$ cat config.mk
export PLATFORM = sky130hd
export DESIGN_NAME = mem_fault_table
export DESIGN_NICKNAME = d
export VERILOG_FILES = /design/src/rtl/mem_fault_pkg.sv /design/src/rtl/mem_fault_table.sv
export SDC_FILE = /design/constraint.sdc
export NUM_CORES = 1
export LEC_CHECK = 0
export BUFFER_PORTS_ARGS = -buffer_cell sky130_fd_sc_hd__buf_2
export CORE_ASPECT_RATIO = 1.2
export CORE_MARGIN = 3
export CORE_UTILIZATION = 35
export DETAILED_ROUTE_END_ITERATION = 10
export MAX_ROUTING_LAYER = met4
export PLACE_DENSITY = 0.61
export SLEW_MARGIN = 20
export SYNTH_ARGS = -nofsm -noshare
export SYNTH_HDL_FRONTEND = slang
export SYNTH_SLANG_ARGS = --single-unit
$ cat constraint.sdc
create_clock -name CLK -period 5 [get_ports CLK]
set_input_delay 1 -clock CLK [delete_from_list [all_inputs] [get_ports CLK]]
set_output_delay 1 -clock CLK [all_outputs]
set_load 0.005 [all_outputs]
$ cat src/rtl/mem_fault_pkg.sv
// Shared types for the fault-injecting SRAM model: fault kinds, table entry layout
// and the per-bit write-time fault rule.
package mem_fault_pkg;

   localparam int HIT_W     = 16;
   localparam int FT_ADDR_W = 16;
   localparam int FT_BIT_W  = 6;

   typedef enum logic [1:0] {
      SA0     = 2'd0,
      SA1     = 2'd1,
      TF_RISE = 2'd2,
      TF_FALL = 2'd3
   } fault_type_e;

   typedef struct packed {
      logic                 valid;
      fault_type_e          ftype;
      logic [FT_ADDR_W-1:0] addr;
      logic [FT_BIT_W-1:0]  bit_pos;
   } fault_entry_t;

   // Returns {force_en, force_val} for one faulty bit being written.
   function automatic logic [1:0] write_force(input fault_type_e ftype,
                                              input logic old_bit,
                                              input logic new_bit);
      logic [1:0] res;
      res = 2'b00;
      case (ftype)
         SA0:     res = 2'b10;
         SA1:     res = 2'b11;
         TF_RISE: res = (!old_bit && new_bit) ? 2'b10 : 2'b00;
         TF_FALL: res = (old_bit && !new_bit) ? 2'b11 : 2'b00;
         default: res = 2'b00;
      endcase
      return res;
   endfunction

endpackage

$ cat src/rtl/mem_fault_table.sv
// Programmable fault table: entry registers plus lowest-index-wins per-bit match,
// producing write-path and read-path force masks for the addressed word.
module mem_fault_table
   import mem_fault_pkg::*;
#(
   parameter int ADDR_W     = 12,
   parameter int DATA_W     = 32,
   parameter int NUM_FAULTS = 4,
   parameter int IDX_W      = (NUM_FAULTS > 1) ? $clog2(NUM_FAULTS) : 1,
   parameter int BIT_W      = $clog2(DATA_W)
) (
   input  logic              CLK,
   input  logic              RST,
   input  logic              cfg_en,
   input  logic [IDX_W-1:0]  cfg_idx,
   input  logic              cfg_valid,
   input  logic [1:0]        cfg_type,
   input  logic [ADDR_W-1:0] cfg_addr,
   input  logic [BIT_W-1:0]  cfg_bit,
   input  logic [ADDR_W-1:0] addr,
   input  logic [DATA_W-1:0] old_word,
   input  logic [DATA_W-1:0] new_word,
   output logic [DATA_W-1:0] wr_force_en,
   output logic [DATA_W-1:0] wr_force_val,
   output logic [DATA_W-1:0] rd_force_en,
   output logic [DATA_W-1:0] rd_force_val,
   output logic              any_hit
);

   fault_entry_t entries [NUM_FAULTS];

   always_ff @(posedge CLK or posedge RST) begin
      if (RST) begin
         for (int i = 0; i < NUM_FAULTS; i++) entries[i] <= '0;
      end else if (cfg_en && (int'(cfg_idx) < NUM_FAULTS)) begin
         entries[cfg_idx] <= '{valid:   cfg_valid,
                               ftype:   fault_type_e'(cfg_type),
                               addr:    FT_ADDR_W'(cfg_addr),
                               bit_pos: FT_BIT_W'(cfg_bit)};
      end
   end

   // Walk from the highest index down so the lowest matching entry is applied last.
   always_comb begin
      wr_force_en  = '0;
      wr_force_val = '0;
      rd_force_en  = '0;
      rd_force_val = '0;
      any_hit      = 1'b0;
      for (int i = NUM_FAULTS - 1; i >= 0; i--) begin
         if (entries[i].valid && (entries[i].addr == FT_ADDR_W'(addr))) begin
            any_hit = 1'b1;
            for (int b = 0; b < DATA_W; b++) begin
               if (entries[i].bit_pos == FT_BIT_W'(b)) begin
                  {wr_force_en[b], wr_force_val[b]} =
                     write_force(entries[i].ftype, old_word[b], new_word[b]);
                  rd_force_en[b]  = (entries[i].ftype == SA0) || (entries[i].ftype == SA1);
                  rd_force_val[b] = (entries[i].ftype == SA1);
               end
            end
         end
      end
   end

endmodule

; ---- Yosys cells after proc, flatten, opt, wreduce, memory -nomap -nowiden
; Cells that the tools add are included.
[totals]
regBits = 100
input_bits = 101
output_inout_bits = 129
[classes]
order_cmp = 2
eq_ne = 140
muxes = 1495
n_bitwise = 1
n_reduce_logical = 145
[ops]
columns = operator, n
row1 = $mux W1, 1028
row2 = $pmux W2 S4, 128
row3 = $mux W2, 320
row4 = $mux W32, 16
row5 = $eq A6 B5 Y1 const B, 64
row6 = $eq A6 B4 Y1 const B, 32
row7 = $bwmux W100, 1
row8 = $eq A6 B3 Y1 const B, 16
row9 = $logic_and A1 B1 Y1, 69
row10 = $eq A16 B12 Y1, 4
row11 = $logic_not A1 Y1, 64
row12 = $demux W25 S2, 1
row13 = $eq A6 B2 Y1 const B, 8
row14 = $mux W25, 1
row15 = $eq A6 B1 Y1 const B, 4
row16 = $logic_not A6 Y1, 4
row17 = $eq A2 B2 Y1 const B, 8
row18 = $eq A2 B1 Y1 const B, 4
row19 = $logic_not A2 Y1, 4
row20 = $logic_or A1 B1 Y1, 4
row21 = $ge A3 B3 Y1 const B, 1
row22 = $lt A3 B1 Y1 const B, 1
row23 = $not A2 Y3, 1

; ---- Depth between registers and ports, before layout
[logic_depth]
ltp_word = 18
depth_mapped = 10
depth_no_buf = 6

; ---- Least setup slack after synthesis
; No wires, ideal clock.
[synth_path]
kind = input -> output
start = input addr[3]
end = output rd_force_val[27]
arrival_time_ns = 2.891
required_ns = 4.000
path_slack_ns = 1.109
path_stages = 10
n_path_buf = 4
cell_sequence = buf_6 > xnor2_2 > nand3_1 > or4_1 > buf_2 > buf_6 > buf_6 > or3_4 > o21ai_1 > o22ai_1
[synth_via]
elab_chain_cells = 12
[synth_rtl]
columns = element, line
row1 = from (decl), mem_fault_table.sv:20  ; input logic [ADDR_W-1:0] addr,
row2 = $eq A16 B12 Y1, mem_fault_table.sv:51  ; if (entries[i].valid && (entries[i].addr == FT_ADDR_W'(addr))) begin
row3 = $logic_and A1 B1 Y1, mem_fault_table.sv:51
row4 = $mux W32, mem_fault_table.sv:51
row5 = $mux W1, mem_fault_table.sv:54  ; if (entries[i].bit_pos == FT_BIT_W'(b)) begin
row6 = $mux W1, mem_fault_table.sv:51
row7 = $mux W32, mem_fault_table.sv:51
row8 = $mux W1, mem_fault_table.sv:54
row9 = $mux W1, mem_fault_table.sv:51
row10 = $mux W32, mem_fault_table.sv:51
row11 = $mux W1, mem_fault_table.sv:54
row12 = $mux W1, mem_fault_table.sv:51
row13 = $mux W32 *, mem_fault_table.sv:51
row14 = to (decl), mem_fault_table.sv:26  ; output logic [DATA_W-1:0] rd_force_val,
; Mark *: on every way between the ends. The rest lies on a longest branch, timed or not. The select of a mux whose other input is x is not followed.

; ---- Final worst setup path
[layout_path]
start = input addr[10]
end = output rd_force_val[29]
; The elaborated chain is that of the path after synthesis.

==> impl_metrics.tcl <==
set metrics [dict create \
    ant_nets 0 \
    postCtsHoldBufs 0 \
    cts_htree_levels 3 \
    cp_data_arrival_time_ns 3.68 \
    nFillCells 3860 \
    use_met2_pct 50.3 \
    power_mw 3.46 \
    holdWs_ns 0.512 \
    cp-start-kind "input pin" \
    synthXorXnorAreaFrac_pct 3.33 \
    yosysTopAreaCell "dfrtp_1" \
    numCtsBuffers 9 \
    dr.pass1.iters 6 \
    hp-class "reg2reg" \
    use_met3_pct 5.41 \
    tritoncts "yes" \
    rsz0062_at_grt "false" \
    drtIter0Drc 2225 \
    path_class "in2out" \
    seq_area_um2 2010 \
    finalWirelength_um 65000 \
    synth_mux_area_share_pct 6.79 \
    min_period_over_period_pct 93.5 \
    synth_top_family_by_area "compound AO/OA/AOI/OAI gates" \
    vdd_ir_drop_max_mv 0.249 \
    yosysWarnings 0 \
    r2r_slack_ns 3.26 \
    status "complete, no violations" \
    min_from "entries[49]" \
    finalSetupViolCount 0 \
    clk_latency_ns 0.34 \
    cts_setup_buffers 0 \
    synth_most_common_cell "nand2_1" \
    power_leakage_nw 5.99 \
    grt_pass1_vias 15768 \
    synth_common_cells "275 x nand2_1, 183 x nor2_1, 178 x a21oi_1, 150 x clkbuf_1, 80 x dfrtp_1" \
    synthArstFlopShare_pct 100 \
    cts_resized 0 \
    startpoint "addr[10]" \
    drv_slew 0 \
    cts.sinks 80 \
    yosys.area_share.adder_pct 0 \
    syn_inst 1904 \
    avgSynthCellArea_um2 6.88 \
    crit_chain "buf_2 -> xnor2_1 -> nand4_1 -> or4_2 -> buf_12 -> nor3_2 -> a21oi_1 -> o31ai_1 -> buf_2" \
    crit_fanout 40 \
    worst_path_most_repeated_cell "buf_2" \
    reg2regPathDepth 3 \
    grt_max_degree 85 \
    via_per_inst 6.73 \
    dpl.hpwl_um 46800 \
    antenna_found_initial 3 \
    synth_edf_count 0 \
    clock_path_buffers 2 \
    grt_pass1_wl_um 96900 \
    rr_endpoint "entries[79]" \
    use_met1_pct 38.7 \
    synth_compound_area_share_pct 36.3 \
    crit_family "simple AND/OR/NAND/NOR gates" \
    clk_pin_slew_ns 0.05 \
    slew_headroom_pct 25.6 \
    r2r-start "entries[79]" \
    ios 230 \
    die_h_um 218 \
    place.port_buffers 229 \
    ctsRootBufferMaster "clkbuf_16" \
    vias 16969 \
    track_usage_pct 31.9 \
    seq_area_frac_synth_pct 15.3 \
    synthFlopType "dfrtp_1" \
    routedWlPerCell_um 25.8 \
    layout-drive-gt1-share_pct 24.5 \
    fin_nets 2139 \
    yosysUniqueCellTypes 70 \
    slowest_delay_ns 0.68 \
    cpMaxStageDelayCell "or4_2" \
    critPathRequiredTime_ns 4.00 \
    dieArea_um2 39800 \
    largest_reg_flops 80 \
    drcViolationCount 0 \
    critPathBufInv 3 \
    globalRouteOverflowTotal 0 \
    largest_register "entries" \
    reg_top3 "entries x80" \
    fin_cells 2520 \
    grt.busiest_layer "met2" \
    synth_area_leaders "dfrtp_1 15%, nand2_1 7.9%, a21oi_1 6.8%" \
    hold_depth 1 \
    whs_endpoint "entries[49]" \
    max_freq_mhz 214 \
    multi_input_area_um2 10300 \
    floorplan.initialDensity_pct 35.5 \
    end_kind "primary output" \
    period_needed_ns 4.68 \
    area_delta_synth_final_pct 15.1 \
    fin_setup_tns_ns 0 \
    synth_top_area_share_pct 15.3 \
    netlist_area_um2 13100 \
    coreArea_um2 36900 \
    clock_skew_ns 0 \
    p_per_area_nw_per_um2 230 \
    die_w_um 183 \
    gp_routability_congestion 1.08 \
    num_rows 77 \
    syn_nets 2005 \
    finalHoldViolCount 0 \
    worst_pin_slew_ns 1.12 \
    dpl.cell_count 2501 \
    synthSimpleGateAreaFrac_pct 31.8 \
    cap_violations 0 \
    ys_ff_latch 80 \
]
==> logic make-up after synthesis <==
| group | Yosys count |
|---|---|
| AOI/OAI and AO/OA | 685 |
| xor gates and xnor gates | 49 |
| buffers and inverters | 211 |
| DFF | 80 |
| muxes | 79 |
| and+or+nand+nor | 800 |
==> report_power, final <==
part | switching, mW | leakage (nW) | internal, mW
Sequential | 0.237 | 0.939 | 0.771
Combinational | 1.28 | 4.91 | 0.504
Clock | 0.266 | 0.146 | 0.404
==> metal layers <==
metal,part of all wire (%),routed length [um],vias up
met3,11,6970,257
met1,37,24100,8037
met2,46,29800,1171
met4,6.3,4130,0
li1,-,-,7504
met5,0,0,-
==> layout make-up <==
class / count / area share (%)
clock inverter: 5 / 0.423
clock buffer: 11 / 1.61
inverter: 25 / 0.623
antenna: 3 / 0.0498
multi-input combinational: 1613 / 68.2
tap: 474 / 3.93
sequential: 80 / 13.3
timing repair buffer: 309 / 11.8
==> worst register-to-register path, stage by stage (launching register included) <==
cell      delay, ns
dfrtp_1        0.33
buf_4          0.42
clkinv_1       0.58
o21ai_0        0.32
==> per-stage QoR <==
stage / util (%) / setup WS (ns) / area [um^2]
global placement: 40.0 / 0.347 / 14800
detailed placement: 40.0 / 0.328 / 14800
finish: 40.8 / 0.324 / 15100
CTS: 40.8 / 0.321 / 15100
floorplan: - / 1.11 / 13100
global route: 40.8 / 0.230 / 15100
==> worst max path at each step <==
stage               depth (start not counted)  slack, ns               end
floorplan                                  10       1.11  rd_force_val[27]
global placement                            9       0.35  rd_force_val[29]
detailed placement                          9       0.33  rd_force_val[29]
CTS                                         9       0.32  rd_force_val[29]
global route                                9       0.23  rd_force_val[29]
finish                                      9       0.32  rd_force_val[29]
==> cells in the final DEF, fill, tap and decap left out, drive strengths merged, types with 24 or more instances in the layout <==
cell      n
dfrtp    80
o211ai   43
o21ai    76
nor2    183
nand2b   46
a22o     26
mux2     79
o22ai    63
a21oi   178
buf     309
inv      24
a31oi    26
a221oi   40
a21o     36
a221o    28
nand2   275
nand4    49
nand3    70
xor2     33
nor4     33
nor2b    34
nor3     51
Note: power is estimated with default switching activity, not from simulation.
